[src/rtl/wb_pkg.sv]
// Shared types and width defaults for the register-file writeback arbiter.
package wb_pkg;

  localparam int unsigned DEF_DATA_W = 32;
  localparam int unsigned DEF_ADDR_W = 6;

  typedef struct packed {
    logic [DEF_ADDR_W-1:0] wa;
    logic [DEF_DATA_W-1:0] wd;
  } wb_req_t;

  typedef enum logic [1:0] {
    SEL_NONE = 2'd0,
    SEL_ALU  = 2'd1,
    SEL_FIFO = 2'd2
  } wb_sel_t;

endpackage

[src/rtl/wb_arbiter_if.sv]
// ALU/load request handshakes plus the register-file write port and status.
interface wb_arbiter_if
  import wb_pkg::*;
#(
  parameter int unsigned DATA_W = DEF_DATA_W,
  parameter int unsigned ADDR_W = DEF_ADDR_W,
  parameter int unsigned DEPTH  = 4
);

  logic                     alu_valid;
  logic                     alu_ready;
  logic [ADDR_W-1:0]        alu_wa;
  logic [DATA_W-1:0]        alu_wd;
  logic                     mem_valid;
  logic                     mem_ready;
  logic [ADDR_W-1:0]        mem_wa;
  logic [DATA_W-1:0]        mem_wd;
  logic                     we;
  logic [ADDR_W-1:0]        wa;
  logic [DATA_W-1:0]        wd;
  logic [$clog2(DEPTH):0]   fifo_count;
  logic                     idle;

  modport master (
    output alu_valid, alu_wa, alu_wd, mem_valid, mem_wa, mem_wd,
    input  alu_ready, mem_ready, we, wa, wd, fifo_count, idle
  );

  modport slave (
    input  alu_valid, alu_wa, alu_wd, mem_valid, mem_wa, mem_wd,
    output alu_ready, mem_ready, we, wa, wd, fifo_count, idle
  );

endinterface

[src/rtl/wb_fifo.sv]
// Synchronous FIFO buffering load writebacks; head is valid whenever !empty.
module wb_fifo #(
  parameter int unsigned DEPTH = 4,
  parameter type         T     = wb_pkg::wb_req_t
) (
  input  logic                   clk,
  input  logic                   rst,
  input  logic                   push,
  input  T                       din,
  input  logic                   pop,
  output T                       head,
  output logic [$clog2(DEPTH):0] count,
  output logic                   full,
  output logic                   empty
);

  localparam int unsigned PW = $clog2(DEPTH);
  localparam int unsigned CW = PW + 1;

  T               mem [DEPTH];
  logic [PW-1:0]  rptr;
  logic [PW-1:0]  wptr;
  logic           push_ok;
  logic           pop_ok;

  assign full    = (count == CW'(DEPTH));
  assign empty   = (count == '0);
  assign push_ok = push && !full;
  assign pop_ok  = pop && !empty;
  assign head    = mem[rptr];

  // Pointers wrap naturally because DEPTH is a power of two.
  always_ff @(posedge clk) begin
    if (rst) begin
      rptr  <= '0;
      wptr  <= '0;
      count <= '0;
    end else begin
      if (push_ok) wptr <= PW'(wptr + 1'b1);
      if (pop_ok)  rptr <= PW'(rptr + 1'b1);
      count <= CW'(count + CW'(push_ok) - CW'(pop_ok));
    end
  end

  always_ff @(posedge clk) begin
    if (push_ok) mem[wptr] <= din;
  end

endmodule

[src/rtl/wb_arbiter.sv]
// Single-port register-file write arbiter: ALU first, queued loads otherwise,
// loads forced out when the queue is full. Optional macro: WB_ZERO_REG_EN.
module wb_arbiter
  import wb_pkg::*;
#(
  parameter int unsigned DATA_W = DEF_DATA_W,
  parameter int unsigned ADDR_W = DEF_ADDR_W,
  parameter int unsigned DEPTH  = 4
) (
  input logic          clk,
  input logic          rst,
  wb_arbiter_if.slave  bus
);

  typedef struct packed {
    logic [ADDR_W-1:0] wa;
    logic [DATA_W-1:0] wd;
  } req_t;

  req_t    mem_req;
  req_t    head;
  req_t    sel_req;
  wb_sel_t sel;
  logic    full;
  logic    empty;
  logic    push;
  logic    pop;
  logic    issue;

  assign mem_req.wa = bus.mem_wa;
  assign mem_req.wd = bus.mem_wd;

  // Readiness depends only on occupancy so it never waits on this cycle's dequeue.
  assign bus.alu_ready = rst || !full;
  assign bus.mem_ready = rst || !full;
  assign push          = bus.mem_valid && !full;
  assign pop           = (sel == SEL_FIFO);

  wb_fifo #(
    .DEPTH (DEPTH),
    .T     (req_t)
  ) u_fifo (
    .clk   (clk),
    .rst   (rst),
    .push  (push),
    .din   (mem_req),
    .pop   (pop),
    .head  (head),
    .count (bus.fifo_count),
    .full  (full),
    .empty (empty)
  );

  always_comb begin
    sel        = SEL_NONE;
    sel_req    = head;
    if (full) begin
      sel = SEL_FIFO;
    end else if (bus.alu_valid) begin
      sel        = SEL_ALU;
      sel_req.wa = bus.alu_wa;
      sel_req.wd = bus.alu_wd;
    end else if (!empty) begin
      sel = SEL_FIFO;
    end
  end

`ifdef WB_ZERO_REG_EN
  // Register 0 is hard-wired: accepted requests to it never reach the port.
  assign issue = (sel != SEL_NONE) && (sel_req.wa != '0);
`else
  assign issue = (sel != SEL_NONE);
`endif

  always_ff @(posedge clk) begin
    if (rst) begin
      bus.we <= 1'b0;
      bus.wa <= '0;
      bus.wd <= '0;
    end else begin
      bus.we <= issue;
      if (issue) begin
        bus.wa <= sel_req.wa;
        bus.wd <= sel_req.wd;
      end
    end
  end

  assign bus.idle = (bus.fifo_count == '0) && !bus.we;

endmodule

[src/flat_wrapper.sv]
// flat-port wrapper written by rule: the top's interface ports become plain ports
module wb_arbiter_flat import wb_pkg::*;
#(
  parameter int unsigned DATA_W = DEF_DATA_W,
  parameter int unsigned ADDR_W = DEF_ADDR_W,
  parameter int unsigned DEPTH  = 4
)
  (clk, rst, bus_alu_valid, bus_alu_wa, bus_alu_wd, bus_mem_valid, bus_mem_wa, bus_mem_wd, bus_alu_ready, bus_mem_ready, bus_we, bus_wa, bus_wd, bus_fifo_count, bus_idle);
  wb_arbiter_if #(.DATA_W(DATA_W), .ADDR_W(ADDR_W), .DEPTH(DEPTH)) bus_i ();
  input logic clk;
  input logic rst;
  input wire logic [$bits(bus_i.alu_valid)-1:0] bus_alu_valid;
  input wire logic [$bits(bus_i.alu_wa)-1:0] bus_alu_wa;
  input wire logic [$bits(bus_i.alu_wd)-1:0] bus_alu_wd;
  input wire logic [$bits(bus_i.mem_valid)-1:0] bus_mem_valid;
  input wire logic [$bits(bus_i.mem_wa)-1:0] bus_mem_wa;
  input wire logic [$bits(bus_i.mem_wd)-1:0] bus_mem_wd;
  output wire logic [$bits(bus_i.alu_ready)-1:0] bus_alu_ready;
  output wire logic [$bits(bus_i.mem_ready)-1:0] bus_mem_ready;
  output wire logic [$bits(bus_i.we)-1:0] bus_we;
  output wire logic [$bits(bus_i.wa)-1:0] bus_wa;
  output wire logic [$bits(bus_i.wd)-1:0] bus_wd;
  output wire logic [$bits(bus_i.fifo_count)-1:0] bus_fifo_count;
  output wire logic [$bits(bus_i.idle)-1:0] bus_idle;
  assign bus_i.alu_valid = bus_alu_valid;
  assign bus_i.alu_wa = bus_alu_wa;
  assign bus_i.alu_wd = bus_alu_wd;
  assign bus_i.mem_valid = bus_mem_valid;
  assign bus_i.mem_wa = bus_mem_wa;
  assign bus_i.mem_wd = bus_mem_wd;
  assign bus_alu_ready = bus_i.alu_ready;
  assign bus_mem_ready = bus_i.mem_ready;
  assign bus_we = bus_i.we;
  assign bus_wa = bus_i.wa;
  assign bus_wd = bus_i.wd;
  assign bus_fifo_count = bus_i.fifo_count;
  assign bus_idle = bus_i.idle;
  wb_arbiter #(.DATA_W(DATA_W), .ADDR_W(ADDR_W), .DEPTH(DEPTH)) u_core (.clk(clk), .rst(rst), .bus(bus_i));
endmodule
[config.mk]
export PLATFORM = sky130hd
export DESIGN_NAME = wb_arbiter_flat
export DESIGN_NICKNAME = d
export VERILOG_FILES = /design/src/rtl/wb_pkg.sv /design/src/rtl/wb_arbiter_if.sv /design/src/rtl/wb_fifo.sv /design/src/rtl/wb_arbiter.sv /design/src/flat_wrapper.sv
export SDC_FILE = /design/constraint.sdc
export NUM_CORES = 1
export LEC_CHECK = 0
export BUFFER_PORTS_ARGS = -buffer_cell sky130_fd_sc_hd__buf_2
export CORE_MARGIN = 3
export CORE_UTILIZATION = 60
export CTS_CLUSTER_DIAMETER = 80
export DETAILED_ROUTE_END_ITERATION = 6
export PLACE_DENSITY = 0.84
export SYNTH_ARGS = -nofsm -noshare
export SYNTH_HDL_FRONTEND = slang
export SYNTH_SLANG_ARGS = --single-unit
[constraint.sdc]
create_clock -name clk -period 7.5 [get_ports clk]
set_clock_uncertainty 0.05 [all_clocks]
set_input_delay 0 -clock clk [delete_from_list [all_inputs] [get_ports clk]]
set_output_delay 0 -clock clk [all_outputs]
set_load 0.01 [all_outputs]
# After elaboration in Yosys (flattened, before gate mapping)
# Memories as Yosys holds them, arrays and structs flattened. A register that Yosys moved wholly into a read port is not among the register bits.
# Cells that the tools add are included.
[word_totals] mem_count=1 ramBits=152 in_bits=80 word_cells=32 register_bits=46 out_inout_bits=45
[op_classes] addsub=4 reduce_logical=10 n_eq_ne=2 n_mux=9
[mem_list] name="u_core.u_fifo.mem" words=4 width=38 read_ports=1 rd_ports_with_merged_regs=1 write_ports=1 line="wb_fifo.sv:20" source="T mem [DEPTH];"
[ops] op="2-to-1 mux 38 bit" n=2
[ops] op="2-to-1 mux 2 bit" n=5
[ops] op="adder 2 x 1 -> 2 bit (second input constant)" n=2
[ops] op="logical AND 1 bit" n=4
[ops] op="adder 3 x 1 -> 3 bit" n=1
[ops] op="== test 3 bit (second input constant)" n=1
[ops] op="logical NOT 1 bit" n=3
[ops] op="logical NOT 3 bit" n=1
[ops] op="subtractor 3 x 1 -> 3 bit" n=1
[ops] op="== test 2 bit (second input constant)" n=1
[ops] op="2-to-1 mux 1 bit" n=2
[ops] op="nonzero test 2 bit" n=1
[ops] op="logical OR 1 bit" n=1

# Logic depth before layout (Yosys ltp)
[depth] depth_word=8 ltp_mapped=13 depth_no_buf=10

# Hierarchy
# From an unflattened synthesis, not the netlist that was laid out.
[unflattened] cells_unflattened=470 hier_area_um2=8045.2
[modules_own_cells] mod="wb_fifo" area_per_inst_um2=5969.5 instances=1 cells_per_inst=249 seq_area_each_um2=4744.6
[modules_own_cells] mod="wb_arbiter" area_per_inst_um2=2075.7 instances=1 cells_per_inst=221 seq_area_each_um2=780.7

# Worst setup path before layout
# No wires, ideal clock.
[synth_timing] path_type="register to register" from="reg u_core.u_fifo.count[1]" to="reg u_core.u_fifo.count[2]" required_time_ps=7322 n_path_buf=3 period_less_slack_ps=2706 t_arrival_ps=2529 setup_time_ps=128 slack_ps=4794 stages_incl_launch_ff=14 cell_sequence="dfxtp_1 clkbuf_2 nor3_1 or2_1 buf_2 buf_2 inv_1 ha_1 inv_1 ha_1 fa_1 xnor2_1 xnor2_1 nor2_1"
[synth_between] elab_chain_cells=7 elab_cells_between_ends=13 classes_between="2 x add/sub; 2 x eq/ne; 3 x mux; 6 x reduce/logical"
[synth_lines] item="start: declaration" line="wb_fifo.sv:12" source="output logic [$clog2(DEPTH):0] count,"
[synth_lines] item="start signal: assignment" line="wb_fifo.sv:41" source="count <= CW'(count + CW'(push_ok) - CW'(pop_ok));"
[synth_lines] item="logical NOT 3 bit" line="wb_fifo.sv:27" source="assign empty = (count == '0);"
[synth_lines] item="2-to-1 mux 2 bit" line="wb_arbiter.sv:63" source="end else if (!empty) begin"
[synth_lines] item="2-to-1 mux 2 bit" line="wb_arbiter.sv:59" source="end else if (bus.alu_valid) begin"
[synth_lines] item="2-to-1 mux 2 bit" line="wb_arbiter.sv:57" source="if (full) begin"
[synth_lines] item="== test 2 bit" line="wb_arbiter.sv:37" source="assign pop = (sel == SEL_FIFO);"
[synth_lines] item="logical AND 1 bit (*)" line="wb_fifo.sv:29" source="assign pop_ok = pop && !empty;"
[synth_lines] item="named net u_core.u_fifo.pop_ok" line="wb_fifo.sv:24" source="logic pop_ok;"
[synth_lines] item="subtractor 3 x 1 -> 3 bit (*)" line="wb_fifo.sv:41"
# Mark *: on every way through the listed nets, which the timed path passes. The rest lies on a longest branch.
# A chain may end at the register's enable or synchronous reset.

# Worst setup path in the final report
[layout_timing] from="reg u_core.u_fifo.count[0]" to="reg u_core.u_fifo.count[2]"
# Same word-level chain as after synthesis.

==> flow_summary.ini <==
[run_status]
status = complete, no violations

[sta]
setup_tns_ps = 0
maxSlewHeadroom = 0.2938
fin_crit_sh = 0.4278
min_period_ps = 3208
maxClockFrequency_ghz = 0.3117
worst_pin_slew_ps = 1059
finalSetupViolCount = 0
hold_viol = 0
report.final.slew_viol_count = 0
rsz0062_at_grt = no
holdWs_ps = 181.8

[global_routing]
antenna_found_initial = 0
grt_pass1_wl_mm = 29.79
grtUsageTotal = 0.2706
grt_pass1_vias = 5363
grt_remaining_overflow = 0
grt_max_degree = 79

[final_layout]
diodes = 0
final_area_um2 = 9888
final_cell_mix = 152 x edfxtp_1, 124 x buf_2, 77 x nand2_1, 77 x dlygate4sd3_1, 46 x dfxtp_1
fin_cells = 842
layout_commonest_cell = edfxtp_1
areaGrowthSynthToFinish_pct = 25.34
nets = 744
drive_above_1_share = 0.3045

[setup_path]
timing.rr.start = u_core.u_fifo.count[0]$_SDFF_PP0_
critPathKind = reg -> reg
crit_start = u_core.u_fifo.count[0]$_SDFF_PP0_
critPathMaxFanout = 39
crit_required_ps = 7720
worstSetupStartpointType = flip-flop
worstPathArrival_ps = 3430
endpoint_kind = flip-flop

[yosys]
syn_avg_cell_area_um2 = 16.54
ys_top_cells_by_area = edfxtp_1 58%, dfxtp_1 12%, mux4_2 11%
ys_warn_count = 0
syn_nets = 564
ys_seq_elements = 200
netlist_instances = 477
ys_seq_area_frac = 0.7004
synth_area_leader_cell = edfxtp_1
synth_top_area_frac = 0.5786
ys_types = 34
netlist_area_um2 = 7889

[cts]
cts-root-buf = clkbuf_16
clkLatencyLatePin_ps = 430
htreeDepth = 4
clock_sinks = 200
cts_resized = 0
cts_tree = done
cts.clk_slew.worst_paths_ps = 60
cts_made_buffers = 17
clockBufferDepth = 2

[place]
gp_congestion = 0.7355
placed_cells = 733
placed_cell_area_um2 = 8527
hpwlAfterDp_mm = 9.511
portBuffers = 124

[power_and_ir_drop]
power.total_mw = 3.297
powerDensity_nw_per_um2 = 333.4
ir_drop_mv = 0.2028
leakage_nw = 3.520

[floorplan]
die_y_um = 120.7
dieArea_um2 = 14560
io_pins = 125
rows = 41
coreArea_um2 = 12720
die_w_um = 120.7
start_util = 0.6201

[routing]
vias = 5347
final_antenna_net_count = 0
drc = 0
vias_per_cell = 6.350
routedWlPerCell_um = 22.64
drt_first_pass_iters = 5
first_iter_violations = 658
wl_mm = 19.07

[hold_path]
holdCritStartpoint = rst
holdCritPathClass = in -> reg

[run]
max_cap_viol_count = 0
## sequential cells by signal, indices dropped and copies added, names as in the netlist, named ones only
signal and cells:
u_core.u_fifo.mem 152, u_core.bus.wd 32, u_core.u_fifo.wptr 2, u_core.u_fifo.count 3
u_core.u_fifo.rptr 2, u_core.bus.wa 6, u_core.bus.we 1
## timing repair
item / CTS / global route
endpoints found under the hold margin: 192 / 0
hold buffers: 77 / 0
endpoints found under the setup margin: 0 / 0
buffers inserted: 0 / 0
## area by class of cell
cell class	instances	area [um2]
clock inverters	7	62.56
flip-flops and latches	200	5530
multi-input cells	228	2120
fillers	671	2834
clock buffers	25	528.0
inverters	7	26.28
repair buffers	203	1406
well taps	172	215.2
## stage by stage
stage               utilization  setup slack, ps
global placement         0.6702             4365
global route             0.7772             4104
finish                   0.7772             4292
detailed placement       0.6702             4207
CTS                      0.7772             4350
floorplan                     -             4794
## per-layer routing
| metal | vias up | part of all wire | track usage | wire (um) |
|---|---|---|---|---|
| li1 | 2287 | - | - | - |
| met1 | 2657 | 0.38 | 0.3476 | 7188 |
| met2 | 350 | 0.52 | 0.4590 | 9997 |
| met4 | 0 | 0.031 | 0.1218 | 582 |
| met5 | - | 0 | 0 | 0 |
| met3 | 53 | 0.068 | 0.04303 | 1297 |
## path summary, 6_finish.rpt
path                                  endpoint  slack, ps  cells after the start
max reg2reg  u_core.u_fifo.count[2]$_SDFF_PP0_       4290                     10
min          u_core.u_fifo.count[2]$_SDFF_PP0_        180                      2
min reg2reg                          flip-flop        460                      2
max          u_core.u_fifo.count[2]$_SDFF_PP0_       4290                     10
## synth_stat cells, drive strengths merged
cell type / number
dfxtp: 48
a221oi: 38
o21a: 1
or3b: 1
a311oi: 38
nand2: 77
and3: 4
a21oi: 5
nor3: 1
clkbuf: 20
nor4: 2
or3: 1
nor2b: 2
nand3: 2
or4: 1
or2: 2
o31ai: 1
edfxtp: 152
inv: 7
a21o: 2
fa: 1
o21ai: 1
buf: 22
nor2: 2
xnor2: 2
ha: 6
mux4: 38
## cell families after synthesis
logic type,Yosys count,synth area share
simple gates,95,0.05250
flops,200,0.7004
xor+xnor,2,0.002221
compound gates,86,0.09278
fa+ha+maj,7,0.01205
mux,38,0.1085
buf+inv,49,0.03156
## critical path: stages, from the launching register on
cell and delay, ps:
dfxtp_1 390, nor3_1 410, or2_2 810, inv_1 120
ha_1 310, inv_1 40, ha_1 190, fa_1 380
xnor2_1 170, xnor2_1 130, nor2_1 50
## report_power, final
part,internal (mW),switching (mW)
clock,0.522,0.381
sequential,1.37,0.193
combinational,0.406,0.425
total,2.30,0.999
Note: power is estimated with default switching activity, not from simulation.
